File: src/rtl/seq_reduce_pkg.sv
`default_nettype none
// ============================================================================
// Module      : seq_reduce_pkg
// Description : Shared definitions for the sequential reduction unit: operation
//               encodings, FSM state encoding and a constant-foldable clog2.
// Revision    : 1.0 - initial release
// ============================================================================
package seq_reduce_pkg;

    localparam logic [1:0] MODE_SUM = 2'd0;
    localparam logic [1:0] MODE_MIN = 2'd1;
    localparam logic [1:0] MODE_MAX = 2'd2;
    localparam logic [1:0] MODE_AVG = 2'd3;

    typedef enum logic [1:0] {
        ST_IDLE    = 2'd0,
        ST_COLLECT = 2'd1,
        ST_DONE    = 2'd2
    } state_t;

    // Ceiling log2; clog2(1) = 0 so a single-operand unit adds no result bits.
    function automatic int clog2(input int value);
        int r;
        r = 0;
        for (int i = 0; i < 31; i++) begin
            if ((32'sd1 <<< i) < value) r = i + 1;
        end
        return r;
    endfunction

endpackage
`default_nettype wire

File: src/rtl/seq_reduce_alu.sv
`default_nettype none
// ============================================================================
// Module      : seq_reduce_alu
// Description : Combinational fold step: combines the running accumulator with
//               a new unsigned operand according to the latched operation.
//               AVG folds like SUM; the final divide happens at the output.
// Revision    : 1.0 - initial release
// ============================================================================
module seq_reduce_alu
    import seq_reduce_pkg::*;
#(
    parameter int WIDTH = 4,
    parameter int RW    = 5
) (
    input  logic [RW-1:0]    i_acc,
    input  logic [WIDTH-1:0] i_d_in,
    input  logic [1:0]       i_mode,
    output logic [RW-1:0]    o_acc_next
);

    logic [RW-1:0] w_d_ext;

    assign w_d_ext = RW'(i_d_in);

    // Select the next accumulator value; ties in MIN/MAX keep the old value.
    always_comb begin
        o_acc_next = i_acc + w_d_ext;
        case (i_mode)
            MODE_MIN: o_acc_next = (w_d_ext < i_acc) ? w_d_ext : i_acc;
            MODE_MAX: o_acc_next = (w_d_ext > i_acc) ? w_d_ext : i_acc;
            default:  o_acc_next = i_acc + w_d_ext;
        endcase
    end

endmodule
`default_nettype wire

File: src/rtl/seq_reduce_unit.sv
`default_nettype none
// ============================================================================
// Module      : seq_reduce_unit
// Description : Collects COUNT unsigned operands (first flagged by start, the
//               rest by d_valid) and reduces them with SUM, MIN, MAX or AVG.
//               Result is registered and qualified by a one-cycle valid pulse.
//               Optional macro SEQ_REDUCE_AVG_EN turns mode 3 into a
//               truncating average (COUNT must then be a power of two);
//               without it mode 3 is plain SUM.
// Revision    : 1.0 - initial release
// ============================================================================
module seq_reduce_unit
    import seq_reduce_pkg::*;
#(
    parameter  int WIDTH = 4,
    parameter  int COUNT = 2,
    localparam int RW    = WIDTH + clog2(COUNT)
) (
    input  logic             clock,
    input  logic             rst,
    input  logic             start,
    input  logic             d_valid,
    input  logic [WIDTH-1:0] d_in,
    input  logic [1:0]       mode,
    output logic             busy,
    output logic [RW-1:0]    result,
    output logic             valid
);

    localparam int         c_SHIFT = clog2(COUNT);
    localparam logic [4:0] c_LAST  = 5'(COUNT - 1);

    state_t        r_state;
    logic [1:0]    r_mode;
    logic [RW-1:0] r_acc;
    logic [4:0]    r_n;
    logic [RW-1:0] r_result;
    logic          r_valid;
    logic          r_busy;

    logic [RW-1:0] w_first;
    logic [RW-1:0] w_acc_next;
    logic [RW-1:0] w_final;

    assign w_first = RW'(d_in);

    seq_reduce_alu #(
        .WIDTH (WIDTH),
        .RW    (RW)
    ) u_alu (
        .i_acc      (r_acc),
        .i_d_in     (d_in),
        .i_mode     (r_mode),
        .o_acc_next (w_acc_next)
    );

`ifdef SEQ_REDUCE_AVG_EN
    generate
        if ((COUNT & (COUNT - 1)) != 0) begin : g_avg_count_check
            $error("seq_reduce_unit: COUNT must be a power of two when AVG is enabled");
        end
    endgenerate

    // The average is the full-width sum shifted down, zero-filled from the top.
    assign w_final = (r_mode == MODE_AVG) ? (w_acc_next >> c_SHIFT) : w_acc_next;
`else
    assign w_final = w_acc_next;
`endif

    // Transaction FSM with operand counter and registered outputs.
    always_ff @(posedge clock) begin
        if (rst) begin
            r_state  <= ST_IDLE;
            r_mode   <= MODE_SUM;
            r_acc    <= '0;
            r_n      <= '0;
            r_result <= '0;
            r_valid  <= 1'b0;
            r_busy   <= 1'b0;
        end else begin
            r_valid <= 1'b0;
            if (start) begin
                // Start wins in every state; an open transaction is dropped.
                r_mode <= mode;
                r_acc  <= w_first;
                r_n    <= 5'd1;
                if (COUNT == 1) begin
                    r_state  <= ST_DONE;
                    r_result <= w_first;
                    r_valid  <= 1'b1;
                    r_busy   <= 1'b0;
                end else begin
                    r_state <= ST_COLLECT;
                    r_busy  <= 1'b1;
                end
            end else if (r_state == ST_COLLECT) begin
                if (d_valid) begin
                    r_acc <= w_acc_next;
                    r_n   <= r_n + 5'd1;
                    if (r_n == c_LAST) begin
                        r_state  <= ST_DONE;
                        r_result <= w_final;
                        r_valid  <= 1'b1;
                        r_busy   <= 1'b0;
                    end
                end
            end else begin
                r_state <= ST_IDLE;
                r_busy  <= 1'b0;
            end
        end
    end

    assign busy   = r_busy;
    assign result = r_result;
    assign valid  = r_valid;

endmodule
`default_nettype wire

File: config.mk
export PLATFORM = sky130hd
export DESIGN_NAME = seq_reduce_unit
export DESIGN_NICKNAME = d
export VERILOG_FILES = /design/src/rtl/seq_reduce_pkg.sv /design/src/rtl/seq_reduce_alu.sv /design/src/rtl/seq_reduce_unit.sv
export SDC_FILE = /design/constraint.sdc
export NUM_CORES = 1
export LEC_CHECK = 0
export BUFFER_PORTS_ARGS = -buffer_cell sky130_fd_sc_hd__buf_2
export CORE_MARGIN = 3
export CORE_UTILIZATION = 40
export CTS_BUF_LIST = sky130_fd_sc_hd__clkbuf_4 sky130_fd_sc_hd__clkbuf_8
export DETAILED_ROUTE_END_ITERATION = 12
export GPL_ROUTABILITY_DRIVEN = 0
export PLACE_DENSITY = 0.58
export REMOVE_ABC_BUFFERS = 1
export SLEW_MARGIN = 20
export SYNTH_ARGS = -nofsm -noshare
export SYNTH_HDL_FRONTEND = slang
export SYNTH_SLANG_ARGS = --single-unit
File: constraint.sdc
create_clock -name clock -period 2.74 [get_ports clock]
set_clock_uncertainty 0.05 [all_clocks]
set_input_delay 0.822 -clock clock [delete_from_list [all_inputs] [get_ports clock]]
set_output_delay 0.822 -clock clock [all_outputs]
set_load 0.1 [all_outputs]
* After elaboration in Yosys (flattened, before gate mapping) *
Index checks and enable logic that the tools add are counted.

operators by class
  add/sub/neg operators = 2
  magnitude comparators = 2
  equal/unequal tests = 6
  muxes and demuxes = 18
  bitwise logic cells = 3
  reduce and logical (&&, ||, !) cells = 10

operators with widths
  operator                                        number
  two-way mux 1 bit                               12
  two-way mux 4 bit                               3
  two-way mux 5 bit                               2
  one-hot mux 5 bit (2 select lines)              1
  AND reduction 2 bit                             4
  adder 5 x 1 -> 5 bit (second input constant)    1
  adder 5 x 4 -> 5 bit                            1
  == test 5 x 1 -> 1 bit (second input constant)  1
  > comparator 4 x 5 -> 1 bit                     1
  less-than comparator 4 x 5 -> 1 bit             1
  == test 2 x 1 -> 1 bit (second input constant)  2
  AND reduction 4 bit                             1
  nonzero test 2 bit                              2
  OR reduction 4 bit                              1
  != test 3 x 2 -> 1 bit (second input constant)  1
  != test 3 bit (second input constant)           1
  inverter 1 bit                                  3
  OR reduction 3 bit                              1
  == test 2 bit (second input constant)           1
  OR reduction 2 bit                              1

word-level totals
  register bits = 21
  input port bits = 10
  output and inout bits = 7
  word-level logic and storage cells = 51

* Depth between registers and ports, before layout *
  depth after elaboration = 6
  mapped depth = 8
  mapped depth without buffers = 8

* Hierarchy *
Synthesis repeated with hierarchy kept, for this count alone.

unflattened totals
  cells, all modules = 156
  area, all modules = 1325.0 um^2

by module, submodules not included
  module           times used  cells an instance  area an instance (um^2)  sequential area each (um^2)
  seq_reduce_unit  1           97                 858.3                    400.4
  seq_reduce_alu   1           59                 466.7                    0.0

* Least setup slack after synthesis *
No wires, ideal clock.

  path type = input-to-reg
  start point = input port d_in[2]
  end point = register r_result[3] (netlist: result[3])
  library setup time = 0.129 ns
  arrival time = 2.331 ns
  required time = 2.561 ns
  setup slack = 0.231 ns
  cell stages on the path = 7
  path buffers = 1
  cell sequence = ha_1 > nand4b_1 > and4_1 > or3_1 > buf_6 > a221oi_2 > o31ai_1

between the ends
  longest elaborated chain between the ends = 3
  elaborated cells on any way between the ends = 6
  those cells by class = 1 x add/sub; 2 x order compare; 3 x mux

RTL lines
  what                                                                                       RTL line                                    RTL
  start, declared                                                                            seq_reduce_unit.sv:23                       input logic [WIDTH-1:0] d_in,
  > comparator 4 x 5 -> 1 bit / less-than comparator 4 x 5 -> 1 bit (equally long branches)  seq_reduce_alu.sv:30, seq_reduce_alu.sv:29
  two-way mux 5 bit, on equally long branches                                                seq_reduce_alu.sv:30, seq_reduce_alu.sv:29
  one-hot mux 5 bit (2 select lines) *                                                       seq_reduce_alu.sv:28                        case (i_mode)
  end signal, assigned                                                                       seq_reduce_unit.sv:89                       r_result <= w_first;
  end signal, assigned                                                                       seq_reduce_unit.sv:102                      r_result <= w_final;
  end, declared                                                                              seq_reduce_unit.sv:37                       logic [RW-1:0] r_result;

Mark *: on every way between the ends. The rest lies on a longest branch, timed or not.
A chain may end at the register's enable or synchronous reset.

* Final worst setup path *
  start point = input port d_in[3]
  end point = register r_result[2] (netlist: result[2])

Same word-level chain as after synthesis.

==> key figures <==
Status
  – Status: completed

Placement
  – Setup WS pre-CTS: -52.4 ps
  – IO Port Bufs: 16
  – DP HPWL: 2290 µm

Critical path
  – CP endpoint kind: register
  – Critical Path Fanout Max: 6
  – Crit path kind: primary input to register
  – CP arrival: 2640 ps
  – CP required: a little under 3000 ps
  – Startpoint types: primary input

Detailed routing
  – DRC: 0
  – DRT Pass-1 Iters: 4
  – DR WL/cell: 13.5 µm
  – Via density: 5.40
  – Antenna Violating Nets Remaining: 0
  – Total wire length: between 2000 and 3000 µm
  – Initial DRC count: a little under 70
  – Via count: 1194

GRT
  – First-pass GRT wire length: ~5300 µm
  – Vias in the first global route: 1188
  – Antenna violations before repair: 0
  – Met3 usage: 4.22%
  – M2 GR Usage: 25.9%
  – Grt ovf: 0
  – Largest net degree at the start of global routing: 14
  – All-Layer GR Usage: between 10% and 20%
  – Busiest metal layer after global routing: met2
  – M1 GR Usage: 21.1%

Floorplan
  – Die height: 63.9 µm
  – Core Box Area: 3130 µm²
  – Cell row count: 20
  – Die X: 63.9 µm
  – Initial Utilization: a little over two fifths
  – I/O pins: 17
  – Die Footprint: between 4000 and 5000 µm²

Cells and area
  – Final design utilization: 48.7%
  – Most frequent cells in the layout: 20 x dfxtp_1, 16 x inv_1, 16 x buf_2, 13 x nor2_1, 12 x ha_1
  – Layout cells sized above 1: about a fifth
  – Area delta synth->final: 13.5%
  – Ant diodes: 0
  – Nets@finish: 201
  – Commonest non-fill, non-tap cell in the layout: dfxtp_1

Run
  – Total of max-cap violations: 0

Synth
  – Synthesized area: 1340 µm²
  – Post-Syn Instances: 158
  – Cell variety after synth: 50
  – Post-synth EDFFs: 0
  – Sequential area share after synthesis: 29.9%
  – FFs w/ async S/R, synth: 0%
  – Primary FF master, synth: dfxtp_1
  – Seq cells post-synth: 20
  – Post-Syn Area per Cell: between 8 and 9 µm²
  – Yosys Warn Count: 0

CTS
  – Latest clock arrival within the worst-skew pair: 300 ps
  – Clk sinks: 20
  – Htree depth: 1
  – CTS Hold Buffers Added: 0
  – Clock-pin slew on the worst setup and hold paths: 110 ps
  – Clock Path Buffers: 2
  – Root buffer cell: clkbuf_4
  – Number of CTS-inserted buffers: 3
  – Post-CTS Resized: 0
  – CTS tree: built
  – Post-CTS setup buffers: 0

Timing
  – FMAX: 0.401 GHz
  – Unrepaired setup endpoints after global routing: no
  – Worst slew pin tran: 488 ps
  – Crit share post-route: about nine tenths
  – Final Hold Vio Count: 0
  – Period minus WS final: between 2000 and 2500 ps
  – Worst Slack Setup Final: ~240 ps
  – Final setup fails: 0
  – WHS: 404 ps
  – Max-slew violation count: 0
  – Final setup TNS: 0 ps
  – Worst rel slew slack: 67.7%

Hold path
  – Worst hold path class: register to register

Power and ir drop
  – PwrDens: around 450 nW/µm²
  – Power consumption: a little under 0.7 mW
  – P_leak: 0.638 nW
  – Worst IR drop on VDD: 264 µV
-- sequential cells by signal, indices dropped and copies added, names as in the netlist --
name,count
valid,1
result,5
r_state,2
r_mode,2
r_n,5
r_acc,5
-- report_power, final --
part           internal [mW]  total [mW]  switching [mW]
clock                 0.0810       0.171          0.0903
sequential             0.302       0.315          0.0129
combinational         0.0750       0.195           0.120
total                  0.458       0.682           0.223
-- synth_stat cells (all sizes together), types with 2 or more instances --
master,number,share of area [%]
dfxtp,20,30
inv,16,4.5
nor2,13,3.6
ha,12,11
a21oi,11,4.1
nand2,10,2.8
o21ai,9,3.4
a31oi,4,1.9
clkbuf,4,1.1
nand4,4,1.9
o31ai,4,2.2
or3,4,2.2
a221oi,3,2.9
buf,3,1.5
mux2i,3,2.2
nand2b,3,1.4
xor2,3,2.0
a211oi,2,1.1
a22oi,2,1.9
a31o,2,1.3
nand3,2,0.75
nor3,2,1.6
xnor2,2,1.3
-- per-stage QoR --
step / cell area [µm²] / cells
after floorplan: 1310 / 151
after global placement: 1490 / 217
after detailed placement: 1490 / 217
after CTS: 1520 / 221
after global routing: 1520 / 221
final: 1520 / 221
-- kinds of logic after synthesis --
family / share of synthesized area, %
AO/OA/AOI/OAI: 23.4
XOR/XNOR: 3.27
adder cells (fa/ha/maj): 12.7
buffers and inverters: 7.37
flip-flops: 29.9
multiplexers: 3.08
AND/OR/NAND/NOR: 20.3
-- path summary, 6_finish.rpt --
kind / startpoint / end / slack, ps / cells after the start
max reg2reg: r_acc[3] / result[2] / 370 / 7
max: d_in[3] / result[2] / 240 / 7
min: result[2] / result[2] / 400 / 2
min reg2reg: result[2] / result[2] / 400 / 2
-- cell type report --
class | count | area, µm²
inverters | 17 | 63.8
fillers | 317 | 1610
repair buffers | 22 | 125
clock buffers | 4 | 36.3
multi-input cells | 114 | 842
well taps | 44 | 55.1
flip-flops and latches | 20 | 400
-- critical path: stages --
cell and delay [ps]:
buf_2 110, ha_1 340, a21oi_1 310, a21oi_1 110, or3_1 520, a221oi_2 350, o21ai_1 80
-- routing by layer --
metal / share of wire (%) / vias to the layer above
li1: - / 606
met1: 50 / 554
met2: 44 / 32
met3: 5.1 / 2
met4: 0.47 / 0
met5: 0 / -
(Power assumes the default switching activity.)
